==> src/rtl/hk_gpio_pkg.sv <==
// Shared register map and helpers for the housekeeping GPIO interrupt controller.
package hk_gpio_pkg;

  localparam logic [19:0] ADDR_ID        = 20'h00000;
  localparam logic [19:0] ADDR_IRQ_PEND  = 20'h00004;
  localparam logic [19:0] ADDR_DEB_TICKS = 20'h00008;
  localparam logic [19:0] ADDR_LED       = 20'h00030;
  localparam logic [19:0] BANK_BASE      = 20'h00100;
  localparam logic [19:0] BANK_STRIDE    = 20'h00020;

  localparam logic [4:0] OFF_DIR     = 5'h00;
  localparam logic [4:0] OFF_DOUT    = 5'h04;
  localparam logic [4:0] OFF_DIN     = 5'h08;
  localparam logic [4:0] OFF_RISE_EN = 5'h0C;
  localparam logic [4:0] OFF_FALL_EN = 5'h10;
  localparam logic [4:0] OFF_STATUS  = 5'h14;

  localparam logic [7:0] VERSION = 8'h02;

  function automatic logic [31:0] byte_mask(input logic [3:0] sel);
    logic [31:0] m;
    for (int i = 0; i < 4; i++) m[8*i +: 8] = {8{sel[i]}};
    return m;
  endfunction

endpackage

==> src/rtl/hk_gpio_bank.sv <==
// One GPIO bank: input synchroniser, debouncer, edge detect, and the per-bank registers.
module hk_gpio_bank
  import hk_gpio_pkg::*;
#(
  parameter int unsigned PIN_W       = 8,
  parameter int unsigned SYNC_STAGES = 2
) (
  input  logic             clk,
  input  logic             rst,
  input  logic [PIN_W-1:0] pin,
  input  logic             tick,
  input  logic             bypass,
  input  logic             wen,
  input  logic [4:0]       reg_off,
  input  logic [PIN_W-1:0] wdata,
  input  logic [PIN_W-1:0] wmask,
  output logic [PIN_W-1:0] dir,
  output logic [PIN_W-1:0] dout,
  output logic [PIN_W-1:0] din,
  output logic [PIN_W-1:0] rise_en,
  output logic [PIN_W-1:0] fall_en,
  output logic [PIN_W-1:0] status
);

  logic [SYNC_STAGES-1:0][PIN_W-1:0] sync;
  logic [PIN_W-1:0] synced, sample, filt, filt_q, same, ev, w1c;

  assign synced = sync[SYNC_STAGES-1];
  // A pin only moves when two consecutive tick samples agree.
  assign same   = ~(synced ^ sample);
  assign ev     = (filt & ~filt_q & rise_en) | (~filt & filt_q & fall_en);
  assign w1c    = (wen && reg_off == OFF_STATUS) ? (wdata & wmask) : '0;
  assign din    = filt;

  always_ff @(posedge clk or posedge rst) begin
    if (rst) begin
      sync    <= '0;
      sample  <= '0;
      filt    <= '0;
      filt_q  <= '0;
      dir     <= '0;
      dout    <= '0;
      rise_en <= '0;
      fall_en <= '0;
      status  <= '0;
    end else begin
      sync   <= {sync[SYNC_STAGES-2:0], pin};
      filt_q <= filt;
      if (bypass) begin
        sample <= synced;
        filt   <= synced;
      end else if (tick) begin
        sample <= synced;
        filt   <= (synced & same) | (filt & ~same);
      end
      // Set has priority over a same-cycle clear.
      status <= (status & ~w1c) | ev;
      if (wen) begin
        case (reg_off)
          OFF_DIR:     dir     <= (dir & ~wmask) | (wdata & wmask);
          OFF_DOUT:    dout    <= (dout & ~wmask) | (wdata & wmask);
          OFF_RISE_EN: rise_en <= (rise_en & ~wmask) | (wdata & wmask);
          OFF_FALL_EN: fall_en <= (fall_en & ~wmask) | (wdata & wmask);
          default: ;
        endcase
      end
    end
  end

endmodule

==> src/rtl/hk_gpio_irq.sv <==
// Housekeeping GPIO controller: global registers, prescaler, address decode, read mux, IRQ.
module hk_gpio_irq
  import hk_gpio_pkg::*;
#(
  parameter int unsigned PIN_W       = 8,
  parameter int unsigned N_BANKS     = 2,
  parameter int unsigned LED_W       = 8,
  parameter int unsigned SYNC_STAGES = 2,
  parameter int unsigned DEB_W       = 16
) (
  input  logic                     sys_clk_i,
  input  logic                     sys_rst_i,
  input  logic [N_BANKS*PIN_W-1:0] exp_dat_i,
  output logic [N_BANKS*PIN_W-1:0] exp_dat_o,
  output logic [N_BANKS*PIN_W-1:0] exp_dir_o,
  output logic [LED_W-1:0]         led_o,
  output logic                     gpio_irq_o,
  input  logic [31:0]              sys_addr_i,
  input  logic [31:0]              sys_wdata_i,
  input  logic [3:0]               sys_sel_i,
  input  logic                     sys_wen_i,
  input  logic                     sys_ren_i,
  output logic [31:0]              sys_rdata_o,
  output logic                     sys_err_o,
  output logic                     sys_ack_o
);

  logic [19:0] off, bank_rel;
  logic [2:0]  bank_idx;
  logic [4:0]  reg_off;
  logic        bank_hit, bank_ok, reg_ok, valid, strobe, deb_wr, led_wr, tick, bypass;
  logic [31:0] wmask, rd;
  logic [DEB_W-1:0] deb_ticks, pre_cnt;
  logic [LED_W-1:0] led;
  logic [N_BANKS-1:0][PIN_W-1:0] b_dir, b_dout, b_din, b_rise, b_fall, b_status;
  logic [N_BANKS-1:0] irq_pend;
  logic unused_bits;

  assign off      = sys_addr_i[19:0];
  assign bank_rel = off - BANK_BASE;
  assign bank_hit = bank_rel < (BANK_STRIDE << 3);
  assign bank_idx = bank_rel[7:5];
  assign reg_off  = bank_rel[4:0];
  assign bank_ok  = {1'b0, bank_idx} < 4'(N_BANKS);
  assign reg_ok   = reg_off inside {OFF_DIR, OFF_DOUT, OFF_DIN, OFF_RISE_EN, OFF_FALL_EN,
                                    OFF_STATUS};
  assign wmask    = byte_mask(sys_sel_i);
  assign strobe   = sys_wen_i | sys_ren_i;
  assign deb_wr   = sys_wen_i && off == ADDR_DEB_TICKS;
  assign led_wr   = sys_wen_i && off == ADDR_LED;
  assign bypass   = deb_ticks == '0;
  assign tick     = !bypass && pre_cnt == deb_ticks - DEB_W'(1);

  assign exp_dat_o   = b_dout;
  assign exp_dir_o   = b_dir;
  assign led_o       = led;
  assign unused_bits = ^{sys_addr_i[31:20], sys_wdata_i};

  for (genvar b = 0; b < N_BANKS; b++) begin : g_bank
    assign irq_pend[b] = |b_status[b];
    hk_gpio_bank #(
      .PIN_W       (PIN_W),
      .SYNC_STAGES (SYNC_STAGES)
    ) u_bank (
      .clk     (sys_clk_i),
      .rst     (sys_rst_i),
      .pin     (exp_dat_i[b*PIN_W +: PIN_W]),
      .tick    (tick),
      .bypass  (bypass),
      .wen     (sys_wen_i && bank_hit && bank_idx == 3'(b)),
      .reg_off (reg_off),
      .wdata   (sys_wdata_i[PIN_W-1:0]),
      .wmask   (wmask[PIN_W-1:0]),
      .dir     (b_dir[b]),
      .dout    (b_dout[b]),
      .din     (b_din[b]),
      .rise_en (b_rise[b]),
      .fall_en (b_fall[b]),
      .status  (b_status[b])
    );
  end

  always_comb begin
    rd    = '0;
    valid = 1'b0;
    if (bank_hit) begin
      valid = bank_ok && reg_ok;
      for (int unsigned i = 0; i < N_BANKS; i++) begin
        if (valid && bank_idx == 3'(i)) begin
          case (reg_off)
            OFF_DIR:     rd[PIN_W-1:0] = b_dir[i];
            OFF_DOUT:    rd[PIN_W-1:0] = b_dout[i];
            OFF_DIN:     rd[PIN_W-1:0] = b_din[i];
            OFF_RISE_EN: rd[PIN_W-1:0] = b_rise[i];
            OFF_FALL_EN: rd[PIN_W-1:0] = b_fall[i];
            OFF_STATUS:  rd[PIN_W-1:0] = b_status[i];
            default: ;
          endcase
        end
      end
    end else begin
      case (off)
        ADDR_ID: begin
          valid = 1'b1;
          rd    = {8'h00, 8'(N_BANKS), 8'(PIN_W), VERSION};
        end
        ADDR_IRQ_PEND: begin
          valid            = 1'b1;
          rd[N_BANKS-1:0]  = irq_pend;
        end
        ADDR_DEB_TICKS: begin
          valid          = 1'b1;
          rd[DEB_W-1:0]  = deb_ticks;
        end
        ADDR_LED: begin
          valid          = 1'b1;
          rd[LED_W-1:0]  = led;
        end
        default: ;
      endcase
    end
  end

  always_ff @(posedge sys_clk_i or posedge sys_rst_i) begin
    if (sys_rst_i) begin
      deb_ticks   <= '0;
      pre_cnt     <= '0;
      led         <= '0;
      gpio_irq_o  <= 1'b0;
      sys_ack_o   <= 1'b0;
      sys_err_o   <= 1'b0;
      sys_rdata_o <= '0;
    end else begin
      if (deb_wr || bypass || tick) pre_cnt <= '0;
      else                          pre_cnt <= pre_cnt + DEB_W'(1);
      if (deb_wr) begin
        deb_ticks <= (deb_ticks & ~wmask[DEB_W-1:0]) | (sys_wdata_i[DEB_W-1:0] & wmask[DEB_W-1:0]);
      end
      if (led_wr) begin
        led <= (led & ~wmask[LED_W-1:0]) | (sys_wdata_i[LED_W-1:0] & wmask[LED_W-1:0]);
      end
      gpio_irq_o  <= |b_status;
      sys_ack_o   <= strobe;
      sys_err_o   <= strobe && !valid;
      // Read data reflects pre-write state, so wen+ren returns the old value.
      sys_rdata_o <= (sys_ren_i && valid) ? rd : '0;
    end
  end

endmodule

==> config.mk <==
export PLATFORM = sky130hd
export DESIGN_NAME = hk_gpio_irq
export DESIGN_NICKNAME = d
export VERILOG_FILES = /design/src/rtl/hk_gpio_pkg.sv /design/src/rtl/hk_gpio_bank.sv /design/src/rtl/hk_gpio_irq.sv
export SDC_FILE = /design/constraint.sdc
export NUM_CORES = 1
export LEC_CHECK = 0
export ABC_CLOCK_PERIOD_IN_PS = 9100
export BUFFER_PORTS_ARGS = -buffer_cell sky130_fd_sc_hd__buf_4
export CAP_MARGIN = 40
export CORE_MARGIN = 2
export CORE_UTILIZATION = 59
export CTS_BUF_LIST = sky130_fd_sc_hd__clkbuf_8
export DETAILED_ROUTE_END_ITERATION = 10
export PLACE_DENSITY = 0.83
export SETUP_SLACK_MARGIN = 0.1
export SLEW_MARGIN = 5
export SYNTH_ARGS = -nofsm -noshare
export SYNTH_HDL_FRONTEND = slang
export SYNTH_SLANG_ARGS = --single-unit
==> constraint.sdc <==
create_clock -name sys_clk_i -period 9.1 [get_ports sys_clk_i]
set_input_delay 1.82 -clock sys_clk_i [delete_from_list [all_inputs] [get_ports sys_clk_i]]
set_output_delay 1.82 -clock sys_clk_i [all_outputs]
set_load 0.02 [all_outputs]
==> results.rst, run 1 <==
.. list-table::
   :header-rows: 1

   * - Metric
     - Value
   * - Cell type of the slowest stage on the worst timing path
     - sky130_fd_sc_hd__nor2b_1
   * - Worst Setup Slack post-DPL
     - about 4.3 ns
   * - Run status
     - finished clean
   * - Transition time at the pin with the least slew margin
     - between 0.7 and 0.8 ns
   * - Cells after synthesis
     - roughly 900
   * - Post-detailed-route DRC marker count
     - 0
   * - CTS tree
     - yes
   * - Detailed-router iteration count before antenna repair
     - 5
   * - Avg Cell Area, Syn
     - 11.1 um2
   * - Category of the critical setup timing path
     - primary input to flop
   * - Register-to-Register Setup Slack
     - roughly 5.5 ns
   * - Number of global-route vias before repair
     - around 7500
   * - Number of port buffers
     - ~120
   * - Die width
     - 133 um
   * - Via Count
     - between 7000 and 8000
   * - Aggregate routed wire length
     - 25000 um
   * - H-tree levels
     - 2
   * - Area taken by multi-input logic gates
     - between 4000 and 5000 um2
   * - Sequential-to-total area share from yosys stat
     - 0.557
   * - Layout fillers
     - about 1200
   * - Min Clock Period, post-route
     - roughly 4.3 ns
   * - CP top delay family
     - simple AND/OR/NAND/NOR gates
   * - Via/cell ratio
     - 6.12
   * - Routability-driven placement congestion ratio
     - 0.913
   * - Starting Density
     - 0.601
   * - Number of buffers and inverters on the critical path
     - 1
   * - Cell with the most instances after synthesis
     - sky130_fd_sc_hd__dfrtp_1
   * - Nets
     - between 1000 and 1500
   * - Proportion of layout cells with a drive suffix above 1
     - 0.256
   * - Number of antenna violations at the first check in global routing
     - 0
   * - Top cells by area, synth
     - sky130_fd_sc_hd__dfrtp_1 (56%), sky130_fd_sc_hd__mux2_2 (7.6%), sky130_fd_sc_hd__nand2_1 (4.1%), sky130_fd_sc_hd__o21ai_0 (3.3%), sky130_fd_sc_hd__o211ai_1 (2.0%)
   * - Aggregate negative setup slack
     - 0 ns
   * - DRC violation total after the first TritonRoute iteration
     - around 740
   * - Setup fix buffers added after clock tree synthesis
     - 0
   * - TritonCTS Sinks
     - between 200 and 250
   * - Slew headroom
     - 0.492
   * - CP max stage delay
     - just under 0.7 ns
   * - Number of warnings issued by yosys
     - 0
   * - Most frequent cells after synthesis
     - sky130_fd_sc_hd__dfrtp_1 (220), sky130_fd_sc_hd__nand2_1 (108), sky130_fd_sc_hd__mux2_2 (67), sky130_fd_sc_hd__o21ai_0 (65), sky130_fd_sc_hd__clkbuf_1 (43)
   * - Register cell area after layout
     - approximately 5500 um2
   * - TritonCTS buffer count
     - 36
   * - Post-route cell area
     - 11700 um2
   * - Yosys reg bits
     - 220
   * - Remaining Overflow, GRT
     - 0
   * - Core footprint
     - roughly 16000 um2
   * - Commonest register cell after synthesis
     - sky130_fd_sc_hd__dfrtp_1
   * - Number of distinct standard cells referenced by the synthesized netlist
     - 63
   * - Arrival @ worst endpoint
     - about 4.7 ns
   * - Max Fanout on Critical Path
     - 17
   * - Number of gates resized after CTS
     - 0
   * - Antenna Violating Nets Remaining
     - 0
   * - Final HPWL DP
     - about 17000 um
   * - Max-cap violations
     - 0
   * - Total Die Area
     - 17800 um2
   * - Clock root cell
     - sky130_fd_sc_hd__clkbuf_8
   * - Setup repair after global routing missed its margin
     - false
   * - Hold-fix buffers, CTS
     - 0
   * - Die Span Y
     - approximately 130 um
   * - Total Power
     - 2340 uW
   * - Yosys top cell by area
     - sky130_fd_sc_hd__dfrtp_1
   * - Critical path cell sequence
     - buf_4, nor4_1, nand4_1, nor4_1, and3_1, nor2b_1, mux2_2
   * - Routed wire per std cell
     - 19.9 um
   * - Post-synth ARST share
     - 1.00
   * - Pins Over Slew Limit
     - 0
   * - Cell mode on critical path
     - sky130_fd_sc_hd__nor4_1
   * - Data required time at the worst endpoint
     - between 9 and 10 ns
   * - Buffer levels on the longest clock path
     - 3
   * - Type of the tightest min-delay check
     - flop to flop
   * - FP Rows
     - 47
   * - Placed Instance Area
     - around 11000 um2
   * - Clock network latency to the later pin of the worst-skew pair
     - approximately 0.53 ns
   * - # IOs
     - between 150 and 200
   * - Pin count of the biggest net entering global routing
     - 87
   * - EDFF count, synth
     - 0
   * - Number of inserted diodes
     - 0
   * - Maximum clock frequency
     - around 230 MHz
   * - Period utilisation layout
     - 0.473
   * - Count of endpoints failing hold in the final timing report
     - 0
   * - Cell Pwr Density
     - roughly 200 nW/um2
   * - Fin worst setup slack
     - approximately 4.8 ns
   * - Maximum VDD drop
     - around 0.14 mV
   * - Number of setup violations in the final report
     - 0
   * - Type of origin of the critical path
     - primary input
   * - Final design utilization
     - 0.709
   * - Leakage power summed over all cells
     - around 0.0055 uW
   * - CP Capture Type
     - flop
   * - Growth of design area from synthesis to finish
     - 18.0%
   * - Overall Global Routing Usage
     - 0.286
   * - Post-CTS clock slew at the launch and capture registers of the worst setup and hold paths
     - ~0.06 ns
   * - Synth top area share
     - 0.557
   * - Wire length of the first global-routing pass
     - 40000 um
   * - Post-synthesis instance area
     - just under 10000 um2
   * - Worst clock skew
     - between 0.03 and 0.04 ns
-- kinds of logic after synthesis --
kind of cell / count (synthesis) / share of synthesized area
mux: 79 / 0.0931
flops: 220 / 0.557
xor+xnor: 32 / 0.0283
other cells: 1 / 0.000379
simple gates: 293 / 0.152
buf+inv: 80 / 0.0372
fa+ha+maj: 3 / 0.00380
compound gates: 185 / 0.128
-- worst paths after layout --
path | startpoint | end | depth (start not counted)
max in group asynchronous | sys_rst_i | pre_cnt[5]$_DFF_PP0_ | 4
min in group asynchronous | sys_rst_i | asynchronous set/reset pin | 2
min | g_bank[1].u_bank.sync[3]$_DFF_PP0_ | g_bank[1].u_bank.synced[3]$_DFF_PP0_ | 0
min reg2reg | g_bank[1].u_bank.sync[3]$_DFF_PP0_ | g_bank[1].u_bank.synced[3]$_DFF_PP0_ | 0
max reg2reg | flop | g_bank[1].u_bank.sample[0]$_DFFE_PP0P_ | 11
max | sys_addr_i[11] | flop | 7
-- placed cells by master, fill, tap and decap left out, types with 6 or more instances in the layout --
cell / netlist / final
sky130_fd_sc_hd__a21o_1: 17 / 17
sky130_fd_sc_hd__nor2b_1: 11 / 11
sky130_fd_sc_hd__mux2_2: 67 / 67
sky130_fd_sc_hd__nor4_1: 9 / 9
sky130_fd_sc_hd__nand3_1: 30 / 30
sky130_fd_sc_hd__or3_1: 6 / 6
sky130_fd_sc_hd__xnor2_1: 14 / 14
sky130_fd_sc_hd__a22oi_1: 12 / 12
sky130_fd_sc_hd__clkbuf_8: 0 / 45
sky130_fd_sc_hd__nor3_1: 17 / 17
sky130_fd_sc_hd__o211ai_1: 26 / 26
sky130_fd_sc_hd__conb_1: 1 / 15
sky130_fd_sc_hd__o21ai_0: 65 / 65
sky130_fd_sc_hd__dfrtp_1: 220 / 220
sky130_fd_sc_hd__a221o_1: 7 / 7
sky130_fd_sc_hd__xor2_1: 18 / 18
sky130_fd_sc_hd__mux2_4: 9 / 9
sky130_fd_sc_hd__nand2_1: 108 / 108
sky130_fd_sc_hd__a222oi_1: 15 / 15
sky130_fd_sc_hd__nand4_1: 14 / 14
sky130_fd_sc_hd__buf_4: 15 / 125
sky130_fd_sc_hd__and3_1: 16 / 16
sky130_fd_sc_hd__nor2_1: 37 / 37
sky130_fd_sc_hd__nand3b_1: 10 / 10
sky130_fd_sc_hd__a21oi_1: 18 / 18
sky130_fd_sc_hd__and3b_1: 8 / 8
sky130_fd_sc_hd__inv_1: 16 / 28
-- area by class of cell --
class / instances / area share
clock buffer: 45 / 0.0531
clock inverter: 20 / 0.0106
inverter: 16 / 0.00579
multi-input combinational: 607 / 0.349
sequential: 220 / 0.472
tap: 220 / 0.0236
timing repair buffer: 128 / 0.0864
-- worst reg2reg max path: cells and delay by family, from the launching register on --
family,cells,cell delay [ns]
AOI/OAI and AO/OA,1,0.15
adders and majority gates,1,0.37
xor gates and xnor gates,1,0.15
DFF,1,0.47
and+or+nand+nor,4,1.30
buffers and inverters,3,0.76
muxes,1,0.32
-- routing by layer --
layer / GRT usage / up-vias / wire, um / share of wire
met2: 0.435 / 421 / 11400 / 0.46
met5: 0 / - / 0 / 0
met4: 0.135 / 0 / 1070 / 0.043
li1: - / 3462 / - / -
met3: 0.0601 / 73 / 2280 / 0.091
met1: 0.399 / 3731 / 10300 / 0.41
-- through the flow --
step / std cells / hold slack [ns]
finish: 1256 / 0.335
global route: 1256 / 0.343
CTS: 1256 / 0.333
detailed placement: 1191 / 0.335
global placement: 1188 / 0.331
floorplan: 907 / 0.331
-- where the power goes --
group          internal [uW]  leakage [uW]  total, uW  switching, uW
Clock                    478      0.000434        871            393
Sequential              1070       0.00273       1150           86.8
Combinational            156       0.00234        317            160
Total                   1700       0.00551       2340            640
Power figures use the tool's default switching activity.
==> inputs of run 2 (changes only) <==
ABC_CLOCK_PERIOD_IN_PS = 3700   (was 9100)
CORE_UTILIZATION = 53   (was 59)
PLACE_DENSITY = 0.79   (was 0.83)
clock period = 3.7 ns   (was 9.1 ns; I/O delays follow)
==> run 2 against run 1 <==
Compared with the run above: die area increased by 11%; first-iteration DRC count decreased by 11%; total power increased by 150%; final cell count increased by 1.7%; critical path type is now flop to flop; largest cell class unchanged; largest power group unchanged.
==> results.rst, run 2 (same netlist as run 1, synthesis figures left out) <==
.. list-table::
   :header-rows: 1

   * - Metric
     - Value
   * - Run status
     - finished clean
   * - Hold-fix buffers, CTS
     - 0
   * - Post-route cell area
     - ~12000 um2
   * - Maximum clock frequency
     - 310 MHz
   * - Most frequent cells in the layout
     - sky130_fd_sc_hd__dfrtp_1 (220), sky130_fd_sc_hd__buf_4 (135), sky130_fd_sc_hd__nand2_1 (108)
   * - Leakage power summed over all cells
     - about 0.0056 uW
   * - FP Rows
     - 49
   * - Count of endpoints failing hold in the final timing report
     - 0
   * - Placed cell count
     - roughly 1200
   * - Remaining Overflow, GRT
     - 0
   * - Setup fix buffers added after clock tree synthesis
     - 0
   * - CP Capture Point
     - pre_cnt[5]$_DFF_PP0_
   * - Type of the tightest min-delay check
     - primary input to flop
   * - Cell Pwr Density
     - 491 nW/um2
   * - Max-cap violations
     - 0
   * - CTS tree
     - yes
   * - Detailed-router iteration count before antenna repair
     - 10
   * - Clock network latency to the later pin of the worst-skew pair
     - 0.53 ns
   * - TritonCTS buffer count
     - 37
   * - Proportion of layout cells with a drive suffix above 1
     - 0.269
   * - Growth of design area from synthesis to finish
     - 19.2%
   * - Flop pwr share
     - 0.490
   * - Routed wire per std cell
     - 19.8 um
   * - Via/cell ratio
     - about 6
   * - Starting Density
     - 0.545
   * - Number of antenna violations at the first check in global routing
     - 0
   * - Total Power
     - between 5000 and 6000 uW
   * - Clock network power share
     - 0.377
   * - Aggregate routed wire length
     - ~25000 um
   * - Number of inserted diodes
     - 0
   * - Wire length on met3
     - ~2400 um
   * - Post-detailed-route DRC marker count
     - 0
   * - Transition time at the pin with the least slew margin
     - between 0.8 and 0.9 ns
   * - Post-CTS clock slew at the launch and capture registers of the worst setup and hold paths
     - ~0.060 ns
   * - Setup repair after global routing missed its margin
     - false
   * - Number of port buffers
     - ~120
   * - Sum of routed wire segments on met1
     - just over 10000 um
   * - Internal power summed over all cells
     - roughly 4200 uW
   * - Number of gates resized after CTS
     - 0
   * - Worst Setup Slack post-DPL
     - between 0.3 and 0.4 ns
   * - Routability-driven placement congestion ratio
     - 0.925
   * - Max Fanout on Critical Path
     - 32
   * - Die Span Y
     - 141 um
   * - Via Count
     - approximately 7700
   * - Comb power frac
     - 0.133
   * - Worst Reg2Reg Path Length in Cells
     - 10
   * - Clock root cell
     - sky130_fd_sc_hd__clkbuf_8
   * - Placed Instance Area
     - around 11000 um2
   * - Antenna Violating Nets Remaining
     - 0
   * - CP Capture Type
     - flop
   * - Final HPWL DP
     - roughly 18000 um
   * - Switch share
     - 0.273
   * - Total length of routed met2 wires
     - 11400 um
   * - Total Die Area
     - around 20000 um2
   * - Die width
     - between 100 and 150 um
   * - Endpoint of the worst-slack reg-to-reg timing path
     - pre_cnt[5]$_DFF_PP0_
   * - Buffer levels on the longest clock path
     - 3
   * - DRC violation total after the first TritonRoute iteration
     - 654
   * - Maximum VDD drop
     - 0.361 mV
   * - # IOs
     - about 160
   * - Period utilisation layout
     - 0.872
   * - Core footprint
     - around 18000 um2
   * - Arrival @ worst endpoint
     - between 3 and 4 ns
   * - Wire length of the first global-routing pass
     - between 40000 and 50000 um
   * - Aggregate negative setup slack
     - 0 ns
   * - Fin worst setup slack
     - about 0.47 ns
   * - Number of setup violations in the final report
     - 0
   * - Most common cell after layout, fill and taps aside
     - sky130_fd_sc_hd__dfrtp_1
   * - TritonCTS Sinks
     - 220
   * - Slew headroom
     - 0.465
   * - Worst clock skew
     - 0.0222 ns
   * - H-tree levels
     - 2
   * - Register-to-Register Setup Slack
     - around 0.47 ns
   * - Top routing layer used
     - met4
   * - Nets
     - ~1100
   * - Pin count of the biggest net entering global routing
     - 80
   * - Sw Pwr
     - 1580 uW
   * - Data required time at the worst endpoint
     - just over 4 ns
   * - Type of origin of the critical path
     - flop
   * - Number of global-route vias before repair
     - about 7500
   * - Pins Over Slew Limit
     - 0
   * - Overall Global Routing Usage
     - 0.259
   * - Min Clock Period, post-route
     - 3.23 ns
   * - Category of the critical setup timing path
     - flop to flop
   * - Non-filler instance count after layout
     - 1277
-- run 2: cell types whose count changed in the layout (fill, tap and decap cells not counted), moves of 2 or more --
| cell | delta |
|---|---|
| sky130_fd_sc_hd__buf_4 | +10 |
| sky130_fd_sc_hd__clkbuf_8 | +4 |
| sky130_fd_sc_hd__inv_1 | -4 |
| sky130_fd_sc_hd__buf_12 | +3 |
| sky130_fd_sc_hd__buf_16 | -2 |
-- run 2: power groups by stage --
stage | Sequential, uW | Combinational (uW) | Clock [uW]
6_report | 2830 | 770 | 2180
2_1_floorplan | 2800 | 592 | 0
3_3_place_gp | 2850 | 729 | 0
3_5_place_dp | 2870 | 769 | 0
5_1_grt | 2860 | 854 | 2320
4_1_cts | 2830 | 777 | 2220
-- run 2: worst min-delay path by stage --
stage                                                   from                                    to  slack, ns  depth (start not counted)
after floorplan           g_bank[0].u_bank.sync[0]$_DFF_PP0_  g_bank[0].u_bank.synced[0]$_DFF_PP0_       0.33                          0
after global placement    g_bank[1].u_bank.sync[3]$_DFF_PP0_  g_bank[1].u_bank.synced[3]$_DFF_PP0_       0.33                          0
after detailed placement  g_bank[0].u_bank.sync[1]$_DFF_PP0_  g_bank[0].u_bank.synced[1]$_DFF_PP0_       0.33                          0
after CTS                                       exp_dat_i[6]    g_bank[0].u_bank.sync[6]$_DFF_PP0_       0.28                          1
after global routing                            exp_dat_i[6]    g_bank[0].u_bank.sync[6]$_DFF_PP0_       0.28                          1
final                                           exp_dat_i[6]    g_bank[0].u_bank.sync[6]$_DFF_PP0_       0.31                          1
-- run 2: layer usage --
layer,GRT usage,vias up
li1,-,3469
met3,0.0588,81
met2,0.388,369
met5,0,-
met4,0.114,0
met1,0.367,3760
-- run 2: area by class of cell --
cell class,instances,area (um2)
Timing Repair Buffer,139,1090
Clock buffer,49,674
Tap cell,229,287
Clock inverter,17,95.1
Sequential cell,220,5510
Multi-Input combinational cell,607,4070
Inverter,16,63.8
Fill cell,1387,6360
-- run 2: per-stage QoR --
stage                     utilization  hold WS [ns]
after floorplan                     -         0.331
after detailed placement        0.607         0.335
final                           0.649         0.309
after global routing            0.649         0.280
after CTS                       0.649         0.284
after global placement          0.606         0.332
-- run 2: critical path, stage by stage (launching register included) --
cell,delay [ns]
sky130_fd_sc_hd__dfrtp_1,0.45
sky130_fd_sc_hd__inv_1,0.13
sky130_fd_sc_hd__ha_1,0.17
sky130_fd_sc_hd__or4b_2,0.62
sky130_fd_sc_hd__nor4_1,0.28
sky130_fd_sc_hd__xnor2_1,0.15
sky130_fd_sc_hd__o21ai_0,0.16
sky130_fd_sc_hd__nor4_4,0.31
sky130_fd_sc_hd__buf_4,0.37
sky130_fd_sc_hd__a211o_2,0.35
sky130_fd_sc_hd__nor2_1,0.09
==> inputs of run 3 (changes only) <==
PLACE_DENSITY = 0.78   (was 0.79)
SYNTH_HIERARCHICAL = 1   (was unset)
==> run 3 against run 2 <==
Compared with the run above: utilization shrank 0.71 points; count of clock-buffer cells in the layout shrank 1; non-clock buffer count grew 7; final cell count up 7.9%; via count grew 10%; combinational power rose by 17%; clock skew up 0.0036 ns; critical path depth unchanged; global-route usage grew 0.61 points; setup slack lost 0.062 ns; critical path type unchanged.
==> results.rst, run 3 <==
.. list-table::
   :header-rows: 1

   * - Metric
     - Value
   * - Run status
     - finished clean
   * - Pin count of the biggest net entering global routing
     - 65
   * - Main combinational cell family by area after synthesis
     - simple AND/OR/NAND/NOR gates
   * - Nets
     - around 1200
   * - EDFF count, synth
     - 0
   * - Post-synth ARST share
     - 1.00
   * - Mux contribution to synthesized area
     - 0.135
   * - Commonest register cell after synthesis
     - sky130_fd_sc_hd__dfrtp_1
   * - Placed Instance Area
     - 11800 um2
   * - # IOs
     - around 160
   * - Via/cell ratio
     - between 6 and 7
   * - Number of inserted diodes
     - 0
   * - Simple-gate portion of the synthesized area
     - 0.192
   * - Layout fillers
     - 1509
   * - Non-filler instance count after layout
     - about 1400
   * - Post-synthesis instance area
     - about 11000 um2
   * - Top routing layer used
     - met4
   * - Yosys reg bits
     - 220
   * - Aggregate routed wire length
     - 28100 um
   * - Number of global-route vias before repair
     - 8199
   * - Final HPWL DP
     - ~19000 um
   * - FP Rows
     - between 50 and 60
   * - Hold-fix buffers, CTS
     - 0
   * - Cell Pwr Density
     - around 470 nW/um2
   * - Routability-driven placement congestion ratio
     - between 0.8 and 0.9
   * - Sequential-to-total area share from yosys stat
     - 0.518
   * - Avg Cell Area, Syn
     - about 11 um2
   * - Type of the tightest min-delay check
     - primary input to asynchronous set/reset pin
   * - Wire length of the first global-routing pass
     - approximately 45000 um
   * - Proportion of layout cells with a drive suffix above 1
     - 0.270
   * - Transition time at the pin with the least slew margin
     - 0.846 ns
   * - Via Count
     - between 8000 and 9000
   * - Sum of routed wire segments on met1
     - around 12000 um
   * - CP Capture Type
     - flop
   * - Aggregate negative setup slack
     - 0 ns
   * - Yosys top cell by area
     - sky130_fd_sc_hd__dfrtp_1
   * - DRC violation total after the first TritonRoute iteration
     - 760
   * - Min Clock Period, post-route
     - around 3.3 ns
   * - Clock network latency to the later pin of the worst-skew pair
     - ~0.54 ns
   * - Max-cap violations
     - 0
   * - Remaining Overflow, GRT
     - 0
   * - Synth top area share
     - 0.518
   * - Hold WS
     - approximately 0.12 ns
   * - H-tree levels
     - 2
   * - Number of warnings issued by yosys
     - 6
   * - TritonCTS Sinks
     - 220
   * - TritonCTS buffer count
     - 38
   * - Max Fanout on Critical Path
     - 20
   * - Routed wire per std cell
     - between 20 and 25 um
   * - Pins Over Slew Limit
     - 0
   * - Growth of design area from synthesis to finish
     - 18.5%
   * - Overall Global Routing Usage
     - 0.265
   * - Buffer levels on the longest clock path
     - 3
   * - Setup repair after global routing missed its margin
     - false
   * - Top cells by area, synth
     - sky130_fd_sc_hd__dfrtp_1 (52%), sky130_fd_sc_hd__mux2_2 (9.3%), sky130_fd_sc_hd__nand3_1 (3.6%), sky130_fd_sc_hd__mux2_1 (2.3%), sky130_fd_sc_hd__nand2_1 (2.3%)
   * - Post-CTS clock slew at the launch and capture registers of the worst setup and hold paths
     - ~0.06 ns
   * - Slew headroom
     - 0.435
   * - CTS tree
     - yes
   * - Placed cell count
     - 1313
   * - Maximum clock frequency
     - a little over 300 MHz
   * - Total Die Area
     - 21200 um2
   * - Die width
     - 146 um
   * - Cells after synthesis
     - between 900 and 1000
   * - Number of gates resized after CTS
     - 0
   * - Category of the critical setup timing path
     - flop to flop
   * - Antenna Violating Nets Remaining
     - 0
   * - Starting Density
     - 0.542
   * - Data required time at the worst endpoint
     - between 4 and 5 ns
   * - Detailed-router iteration count before antenna repair
     - 5
   * - Post-route cell area
     - roughly 13000 um2
   * - Worst clock skew
     - between 0.02 and 0.03 ns
   * - Die Span Y
     - between 100 and 150 um
   * - Most frequent cells after synthesis
     - sky130_fd_sc_hd__dfrtp_1 (220), sky130_fd_sc_hd__mux2_2 (88), sky130_fd_sc_hd__nand3_1 (76), sky130_fd_sc_hd__nand2_1 (65), sky130_fd_sc_hd__nor2_1 (49)
   * - Number of port buffers
     - roughly 120
   * - Number of distinct standard cells referenced by the synthesized netlist
     - 69
   * - Arrival @ worst endpoint
     - 3.70 ns
   * - Most common cell after layout, fill and taps aside
     - sky130_fd_sc_hd__dfrtp_1
   * - Cell with the most instances after synthesis
     - sky130_fd_sc_hd__dfrtp_1
   * - Type of origin of the critical path
     - flop
   * - Wire length on met3
     - 2280 um
   * - Setup fix buffers added after clock tree synthesis
     - 0
   * - Count of endpoints failing hold in the final timing report
     - 0
   * - Number of antenna violations at the first check in global routing
     - 0
   * - Most frequent cells in the layout
     - sky130_fd_sc_hd__dfrtp_1 (220), sky130_fd_sc_hd__buf_4 (142), sky130_fd_sc_hd__mux2_2 (88)
   * - Post-detailed-route DRC marker count
     - 0
   * - Period utilisation layout
     - 0.889
   * - Post-Synth Adder-Cell Area
     - 0.00353
   * - Clock root cell
     - sky130_fd_sc_hd__clkbuf_8
   * - Leakage power summed over all cells
     - 0.00571 uW
   * - Number of setup violations in the final report
     - 0
   * - Core footprint
     - roughly 20000 um2
   * - Compound-cell area share of the yosys netlist
     - 0.0898
   * - Total length of routed met2 wires
     - around 13000 um
   * - Maximum VDD drop
     - between 0.2 and 0.3 mV
   * - Xor/xnor share of the synthesized area
     - 0.0280
## run 3: worst max-delay path: stages, from the launching register on
cell and delay, ns:
sky130_fd_sc_hd__dfrtp_1 0.47, sky130_fd_sc_hd__nor4_2 0.65, sky130_fd_sc_hd__nand2_1 0.31, sky130_fd_sc_hd__xor2_1 0.22
sky130_fd_sc_hd__a32o_1 0.21, sky130_fd_sc_hd__a21oi_1 0.28, sky130_fd_sc_hd__nor3_2 0.12, sky130_fd_sc_hd__buf_12 0.18
sky130_fd_sc_hd__nor2_1 0.09, sky130_fd_sc_hd__buf_4 0.24, sky130_fd_sc_hd__mux2_2 0.37
## run 3: report_power, final
part | switching [uW] | internal, uW | leakage, uW
registers | 197 | 2640 | 0.00270
clock network | 956 | 1230 | 0.000443
logic | 473 | 426 | 0.00257
## run 3: stage by stage
stage          total power, uW   util  setup slack, ns
2_1_floorplan             3460      -            0.411
5_1_grt                   6200  0.642            0.227
3_3_place_gp              3730  0.602            0.513
4_1_cts                   5960  0.642            0.469
6_report                  5920  0.642            0.411
3_5_place_dp              3770  0.604            0.476
## run 3: path summary, 6_finish.rpt
kind                            cells past startpoint                                endpoint  slack (ns)
min in group sys_clk_i                              1      g_bank[1].u_bank/sync[5]$_DFF_PP0_        0.31
max in group asynchronous                           4              asynchronous set/reset pin        2.77
worst max-delay path                               10  g_bank[0].u_bank/sample[6]$_DFFE_PP0P_        0.41
worst min-delay path                                2              asynchronous set/reset pin        0.12
worst min register to register                      0    g_bank[0].u_bank/synced[6]$_DFF_PP0_        0.35
worst max register to register                     10  g_bank[0].u_bank/sample[6]$_DFFE_PP0P_        0.41
## run 3: per-layer routing
| metal | GRT usage | up-vias |
|---|---|---|
| li1 | - | 3771 |
| met1 | 0.371 | 4166 |
| met2 | 0.409 | 440 |
| met3 | 0.0489 | 68 |
| met4 | 0.115 | 0 |
| met5 | 0 | - |
## run 3: kinds of logic (layout without fill, tap and decap cells)
group | after synthesis | after routing
AND/OR/NAND/NOR | 362 | 362
adder cells (fa/ha/maj) | 3 | 3
XOR/XNOR | 34 | 34
flip-flops | 220 | 220
other | 1 | 15
buffers and inverters | 66 | 218
AO/OA/AOI/OAI | 133 | 133
multiplexers | 128 | 128
## run 3: layout make-up
cell class              instances  area, um2  share of cell area
multi-input cells             675       4820               0.383
inverters                       7       28.8             0.00229
repair buffers                146       1150              0.0911
well taps                     265        332              0.0264
clock buffers                  48        661              0.0525
clock inverters                17       91.3             0.00726
flip-flops and latches        220       5510               0.438
